### src/rtl/seg7_scan_pkg.sv
// Shared segment codes and page encodings for the multiplexed seven-segment scanner.
// All segment patterns are active-low: bit0=a ... bit6=g, bit7=dp.
package seg7_scan_pkg;

    typedef enum logic [1:0] {
        PG_HH = 2'd0,
        PG_MM = 2'd1,
        PG_SS = 2'd2
    } page_e;

    localparam logic [7:0] SEG_BLANK = 8'hFF;
    localparam logic [7:0] SEG_DASH  = 8'hBF;
    localparam logic [7:0] SEG_H     = 8'h89;
    localparam logic [7:0] SEG_N     = 8'hAB;
    localparam logic [7:0] SEG_S     = 8'h92;

    function automatic page_e next_page(input page_e pg);
        case (pg)
            PG_HH:   return PG_MM;
            PG_MM:   return PG_SS;
            default: return PG_HH;
        endcase
    endfunction

    function automatic logic [7:0] page_letter(input page_e pg);
        case (pg)
            PG_HH:   return SEG_H;
            PG_MM:   return SEG_N;
            default: return SEG_S;
        endcase
    endfunction

endpackage

### src/rtl/seg7_decode.sv
// BCD nibble to active-low seven-segment pattern; dp always off, 10-15 show a dash.
module seg7_decode
    import seg7_scan_pkg::*;
(
    input  logic [3:0] i_nib,
    output logic [7:0] o_seg
);

    always_comb begin
        o_seg = SEG_DASH;
        case (i_nib)
            4'd0:    o_seg = 8'hC0;
            4'd1:    o_seg = 8'hF9;
            4'd2:    o_seg = 8'hA4;
            4'd3:    o_seg = 8'hB0;
            4'd4:    o_seg = 8'h99;
            4'd5:    o_seg = 8'h92;
            4'd6:    o_seg = 8'h82;
            4'd7:    o_seg = 8'hF8;
            4'd8:    o_seg = 8'h80;
            4'd9:    o_seg = 8'h90;
            default: o_seg = SEG_DASH;
        endcase
    end

endmodule

### src/rtl/seg7_scan.sv
// Three-digit multiplexed display driver: one page (letter + two BCD digits) per
// frame, with per-frame field snapshots and button/auto page advance.
module seg7_scan
    import seg7_scan_pkg::*;
#(
    parameter int CLK_HZ      = 12_000_000,
    parameter int SLOT_HZ     = 1000,
    parameter int BLANK_CYC   = 64,
    parameter int PAGE_FRAMES = 0
) (
    input  logic       i_clk,
    input  logic       i_reset,
    input  logic [7:0] i_hh,
    input  logic [7:0] i_mm,
    input  logic [7:0] i_ss,
    input  logic       i_pm,
    input  logic       i_next,
    output logic [7:0] o_seg,
    output logic [2:0] o_en
);

    localparam int DIV = CLK_HZ / SLOT_HZ;
    localparam int CW  = $clog2(DIV);
    localparam int FW  = (PAGE_FRAMES > 1) ? $clog2(PAGE_FRAMES) : 1;

    logic [CW-1:0] cnt_q, cnt_d;
    logic [1:0]    dig_q, dig_d;
    page_e         page_q, page_d;
    logic [7:0]    snap_q, snap_d;
    logic          pm_q, pm_d;
    logic          pend_q, pend_d;
    logic [FW-1:0] frm_q, frm_d;
    logic [7:0]    seg_q, seg_d;
    logic [2:0]    en_q, en_d;

    logic          slot_end, frame_end, auto_req, adv;
    logic [3:0]    nib;
    logic [7:0]    dec_seg;

    always_comb begin
        slot_end  = (cnt_q == CW'(DIV - 1));
        frame_end = slot_end && (dig_q == 2'd0);
        auto_req  = (PAGE_FRAMES != 0) && (32'(frm_q) == PAGE_FRAMES - 1);
        adv       = frame_end && (pend_q || auto_req);

        cnt_d = slot_end ? '0 : cnt_q + 1'b1;
        dig_d = dig_q;
        if (slot_end)
            dig_d = (dig_q == 2'd0) ? 2'd2 : dig_q - 2'd1;

        page_d = adv ? next_page(page_q) : page_q;

        snap_d = snap_q;
        pm_d   = pm_q;
        if (frame_end) begin
            case (page_d)
                PG_HH:   snap_d = i_hh;
                PG_MM:   snap_d = i_mm;
                default: snap_d = i_ss;
            endcase
            pm_d = (page_d == PG_HH) && i_pm;
        end

        // A pulse coinciding with the boundary survives the clear and serves the next frame.
        pend_d = (pend_q && !frame_end) || i_next;

        frm_d = frm_q;
        if (frame_end) begin
            if (adv || PAGE_FRAMES == 0)
                frm_d = '0;
            else
                frm_d = frm_q + 1'b1;
        end
    end

    assign nib = (dig_d == 2'd1) ? snap_d[7:4] : snap_d[3:0];

    seg7_decode u_dec (
        .i_nib (nib),
        .o_seg (dec_seg)
    );

    // Outputs are computed from next-state so the registers line up with cnt_q.
    always_comb begin
        en_d  = 3'b111;
        seg_d = SEG_BLANK;
        if (cnt_d >= CW'(BLANK_CYC)) begin
            case (dig_d)
                2'd2: begin
                    en_d  = 3'b011;
                    seg_d = page_letter(page_d);
                end
                2'd1: begin
                    en_d  = 3'b101;
                    seg_d = (page_d == PG_HH && snap_d[7:4] == 4'd0) ? SEG_BLANK : dec_seg;
                end
                default: begin
                    en_d  = 3'b110;
                    seg_d = {~((page_d == PG_HH) && pm_d), dec_seg[6:0]};
                end
            endcase
        end
    end

    always_ff @(posedge i_clk or posedge i_reset) begin
        if (i_reset) begin
            cnt_q  <= '0;
            dig_q  <= 2'd2;
            page_q <= PG_HH;
            snap_q <= '0;
            pm_q   <= 1'b0;
            pend_q <= 1'b0;
            frm_q  <= '0;
            seg_q  <= SEG_BLANK;
            en_q   <= 3'b111;
        end else begin
            cnt_q  <= cnt_d;
            dig_q  <= dig_d;
            page_q <= page_d;
            snap_q <= snap_d;
            pm_q   <= pm_d;
            pend_q <= pend_d;
            frm_q  <= frm_d;
            seg_q  <= seg_d;
            en_q   <= en_d;
        end
    end

    assign o_seg = seg_q;
    assign o_en  = en_q;

endmodule

### config.mk
export PLATFORM = sky130hd
export DESIGN_NAME = seg7_scan
export DESIGN_NICKNAME = d
export VERILOG_FILES = /design/src/rtl/seg7_scan_pkg.sv /design/src/rtl/seg7_decode.sv /design/src/rtl/seg7_scan.sv
export SDC_FILE = /design/constraint.sdc
export NUM_CORES = 1
export LEC_CHECK = 0
export BUFFER_PORTS_ARGS = -buffer_cell sky130_fd_sc_hd__buf_2
export CORE_MARGIN = 3
export CORE_UTILIZATION = 50
export DETAILED_ROUTE_END_ITERATION = 8
export PLACE_DENSITY = 0.71
export SYNTH_ARGS = -nofsm -noshare
export SYNTH_HDL_FRONTEND = slang
export SYNTH_SLANG_ARGS = --single-unit
### constraint.sdc
create_clock -name i_clk -period 5.5 [get_ports i_clk]
set_clock_uncertainty 0.2 [all_clocks]
set_input_delay 0.825 -clock i_clk [delete_from_list [all_inputs] [get_ports i_clk]]
set_output_delay 0.825 -clock i_clk [all_outputs]
set_load 0.02 [all_outputs]
==> key figures <==
Status
  • Status: complete, no violations

Synth
  • Seq/Total Area, Yosys: 39.6%
  • Synthesis warning total: 0
  • Simple-gate share of the synthesized area: about a fifth
  • Post-Syn Nets: roughly 300
  • Largest family of logic cells by synthesized area: simple AND/OR/NAND/NOR gates
  • Synth Register Bits: 39
  • Adder-cell share of the synthesized area: 6.51%
  • Main synth FF type: dfrtp_1
  • Mean cell area of the mapped netlist: 9.80 um^2
  • Post-Syn Instances: 255
  • Synth Area in Compound Gates: 12.3%
  • Number of synthesized flops with an enable pin: 0
  • Count of cell types in the netlist: 55
  • Mapped cell area: 0.00250 mm^2
  • Multiplexer area fraction after synthesis: 13.1%
  • Async S/R FF share, synth: between 90% and 100%
  • Post-Synth XOR/XNOR Area: 4.20%

Placed design
  • Pre-CTS setup slack: roughly 1.6 ns
  • GP Congestion: 0.910
  • Port bufs: 38
  • Post-DP HPWL: 3770 um

Cells and area
  • Area occupied by multi-input gates: 0.00139 mm^2
  • Seq. cell area: 991 um^2
  • Layout cells sized above 1: between 20% and 30%
  • Fillers: 427
  • Layout Nets: 329
  • Most common cell after layout, fill and taps aside: buf_2
  • Area grow syn2layout: 13.7%
  • Most frequent cells in the layout: buf_2 (38), nor2_1 (30), dfrtp_1 (27)
  • ANT cells: 0

Worst hold path
  • Hold Crit Depth: 1
  • Min-delay src: cnt_q[0]
  • Worst Hold Endpoint: cnt_q[0]
  • Worst Hold Class: reg2reg

GRT
  • Largest net degree at the start of global routing: 40
  • GRT Total Usage: 19.1%
  • Initial antenna violation count: 0
  • Global-route wire length before repair: 9060 um
  • Vias in the first global route: 1977
  • Grt total ovfl: 0

STA
  • Period utilization: 71.9%
  • F_max: about 250 MHz
  • Fin. Hold Viols: 0
  • Unrepaired setup endpoints after global routing: no
  • Setup slack after layout: 1.54 ns
  • Final setup vio count: 0
  • Slew Limit Fails: 0
  • Min Tclk post-route: 3.96 ns
  • Setup TNS: 0 ns
  • Slew @ Worst Pin: 0.883 ns
  • Slew Limit Headroom: 40.6%

Setup path
  • WP data required: 5.52 ns
  • R2R cell count: 14
  • Max FO, Critical Path: 9
  • RR Startpoint: cnt_q[0]
  • Startpoint class of the critical path: register
  • R2r setup slk: 1.54 ns
  • Crit path DAT: between 3 and 4 ns
  • R2r endpoint: o_seg[4]
  • Kind of critical path: reg2reg
  • Critical path capture point type: register

Route
  • Pre-antenna DRT Iters: 4
  • Iter 0 DRT Violations: 81
  • # DRC: 0
  • Via count: approximately 1900
  • WL final: around 5000 um
  • Drt wl/cell: ~14 um
  • Routed vias/inst: 5.40
  • Routed Antenna Nets: 0

Die
  • Die width: 76.7 um
  • Die Height: 76.7 um
  • Std cell rows: 25
  • Die area: 0.00588 mm^2
  • Initial Util: a little over half
  • I/O pin count: 39
  • Core Area: 0.00479 mm^2

Clock tree
  • Post-CTS Setup Bufs: 0
  • Post-CTS Resized: 0
  • Hold_buf cts: 0
  • CTS tree: built
  • Clk_lat worst skew: 0.29 ns
  • CTS root buffer: clkbuf_8
  • Worst-path clk slew: roughly 0.07 ns
  • H-tree level count: 2
  • Num CTS Buffers: 5
  • CTS Buffer Depth: 2
  • Num Clock Sinks: 39

Flow run
  • Max Cap Viol: 0

Pwr
  • Max IR drop VDD: roughly 0.13 mV
  • Static leakage: 1.24 nW
  • Power Density: 196 mW/mm^2
kinds of logic (layout without fill, tap and decap cells):
logic type | count (synthesis) | after routing
XOR/XNOR | 12 | 12
multiplexers | 25 | 25
buffers and inverters | 28 | 62
AO/OA/AOI/OAI | 44 | 44
AND/OR/NAND/NOR | 94 | 94
flip-flops | 39 | 39
adder cells (fa/ha/maj) | 13 | 13
per-layer routing:
layer	GRT usage [%]	wire, um
met3	4.46	161
met4	6.52	68
met2	32.4	2530
met1	23.7	2260
met5	0	0
flip-flops by register name, indices dropped and copies added, names as in the netlist:
| register | count |
|---|---|
| cnt_q | 14 |
| dig_q | 2 |
| o_en | 3 |
| o_seg | 8 |
| page_q | 2 |
| pend_q | 1 |
| pm_q | 1 |
| snap_q | 8 |
stage by stage:
| stage | instances | hold slack (ns) | instance area [um^2] | total power, W | utilization (%) |
|---|---|---|---|---|---|
| after floorplan | 255 | 0.233 | 2500 | 0.000304 | - |
| after global placement | 348 | 0.245 | 2730 | 0.000317 | 56.9 |
| after detailed placement | 348 | 0.254 | 2730 | 0.000317 | 56.9 |
| after CTS | 356 | 0.265 | 2840 | 0.000564 | 59.4 |
| after global routing | 356 | 0.293 | 2840 | 0.000583 | 59.4 |
| final | 356 | 0.260 | 2840 | 0.000556 | 59.4 |
power breakdown:
part	total, W	leakage, nW	switching, W	internal (W)
Sequential	0.000287	0.463	0.0000000000000000000451	0.000287
Combinational	0.0000245	0.721	0.0000115	0.0000130
Clock	0.000245	0.0612	0.0000982	0.000147
critical path, stage by stage, from the launching register on:
cell,delay [ns]
dfrtp_1,0.37
ha_1,0.23
nand4_1,0.34
nor4_1,0.56
nor2_1,0.08
a21oi_1,0.29
inv_1,0.12
ha_1,0.31
nand2_1,0.09
o31a_1,0.31
inv_1,0.14
ha_1,0.23
mux2_4,0.25
a221o_1,0.30
o211ai_2,0.07
worst max-delay path by stage:
stage,cells past startpoint,from,slack [ns],end
finish,14,cnt_q[0],1.54,o_seg[4]
CTS,14,cnt_q[0],1.54,o_seg[4]
global route,14,cnt_q[0],1.19,o_seg[4]
global placement,13,cnt_q[5],1.70,o_seg[4]
detailed placement,14,cnt_q[0],1.57,o_seg[4]
floorplan,16,cnt_q[5],1.57,o_seg[4]
Yosys cell counts (all sizes together) (4+ instances only):
cell type,n,area (um^2)
nor4,5,58.8
nand3,7,35.0
inv,14,52.6
buf,5,30.0
o211ai,4,35.0
xnor2,4,35.0
nand2,18,67.6
dfstp,12,315
mux4,4,90.1
nor3,9,45.0
nor2,30,113
ha,13,163
clkbuf,9,33.8
xor2,8,70.1
o21ai,10,50.1
nor2b,4,25.0
a21oi,7,35.0
dfrtp,27,676
nand4,6,37.5
mux2i,6,63.8
mux2,15,173
final cells by class:
class / instances / share of cell area (%)
Clock inverter: 2 / 1.23
Clock buffer: 6 / 2.90
Tap cell: 67 / 2.95
Multi-Input combinational cell: 188 / 49.0
Sequential cell: 39 / 34.9
Inverter: 14 / 1.85
Timing Repair Buffer: 40 / 7.22
Note: power is estimated with default switching activity, not from simulation.
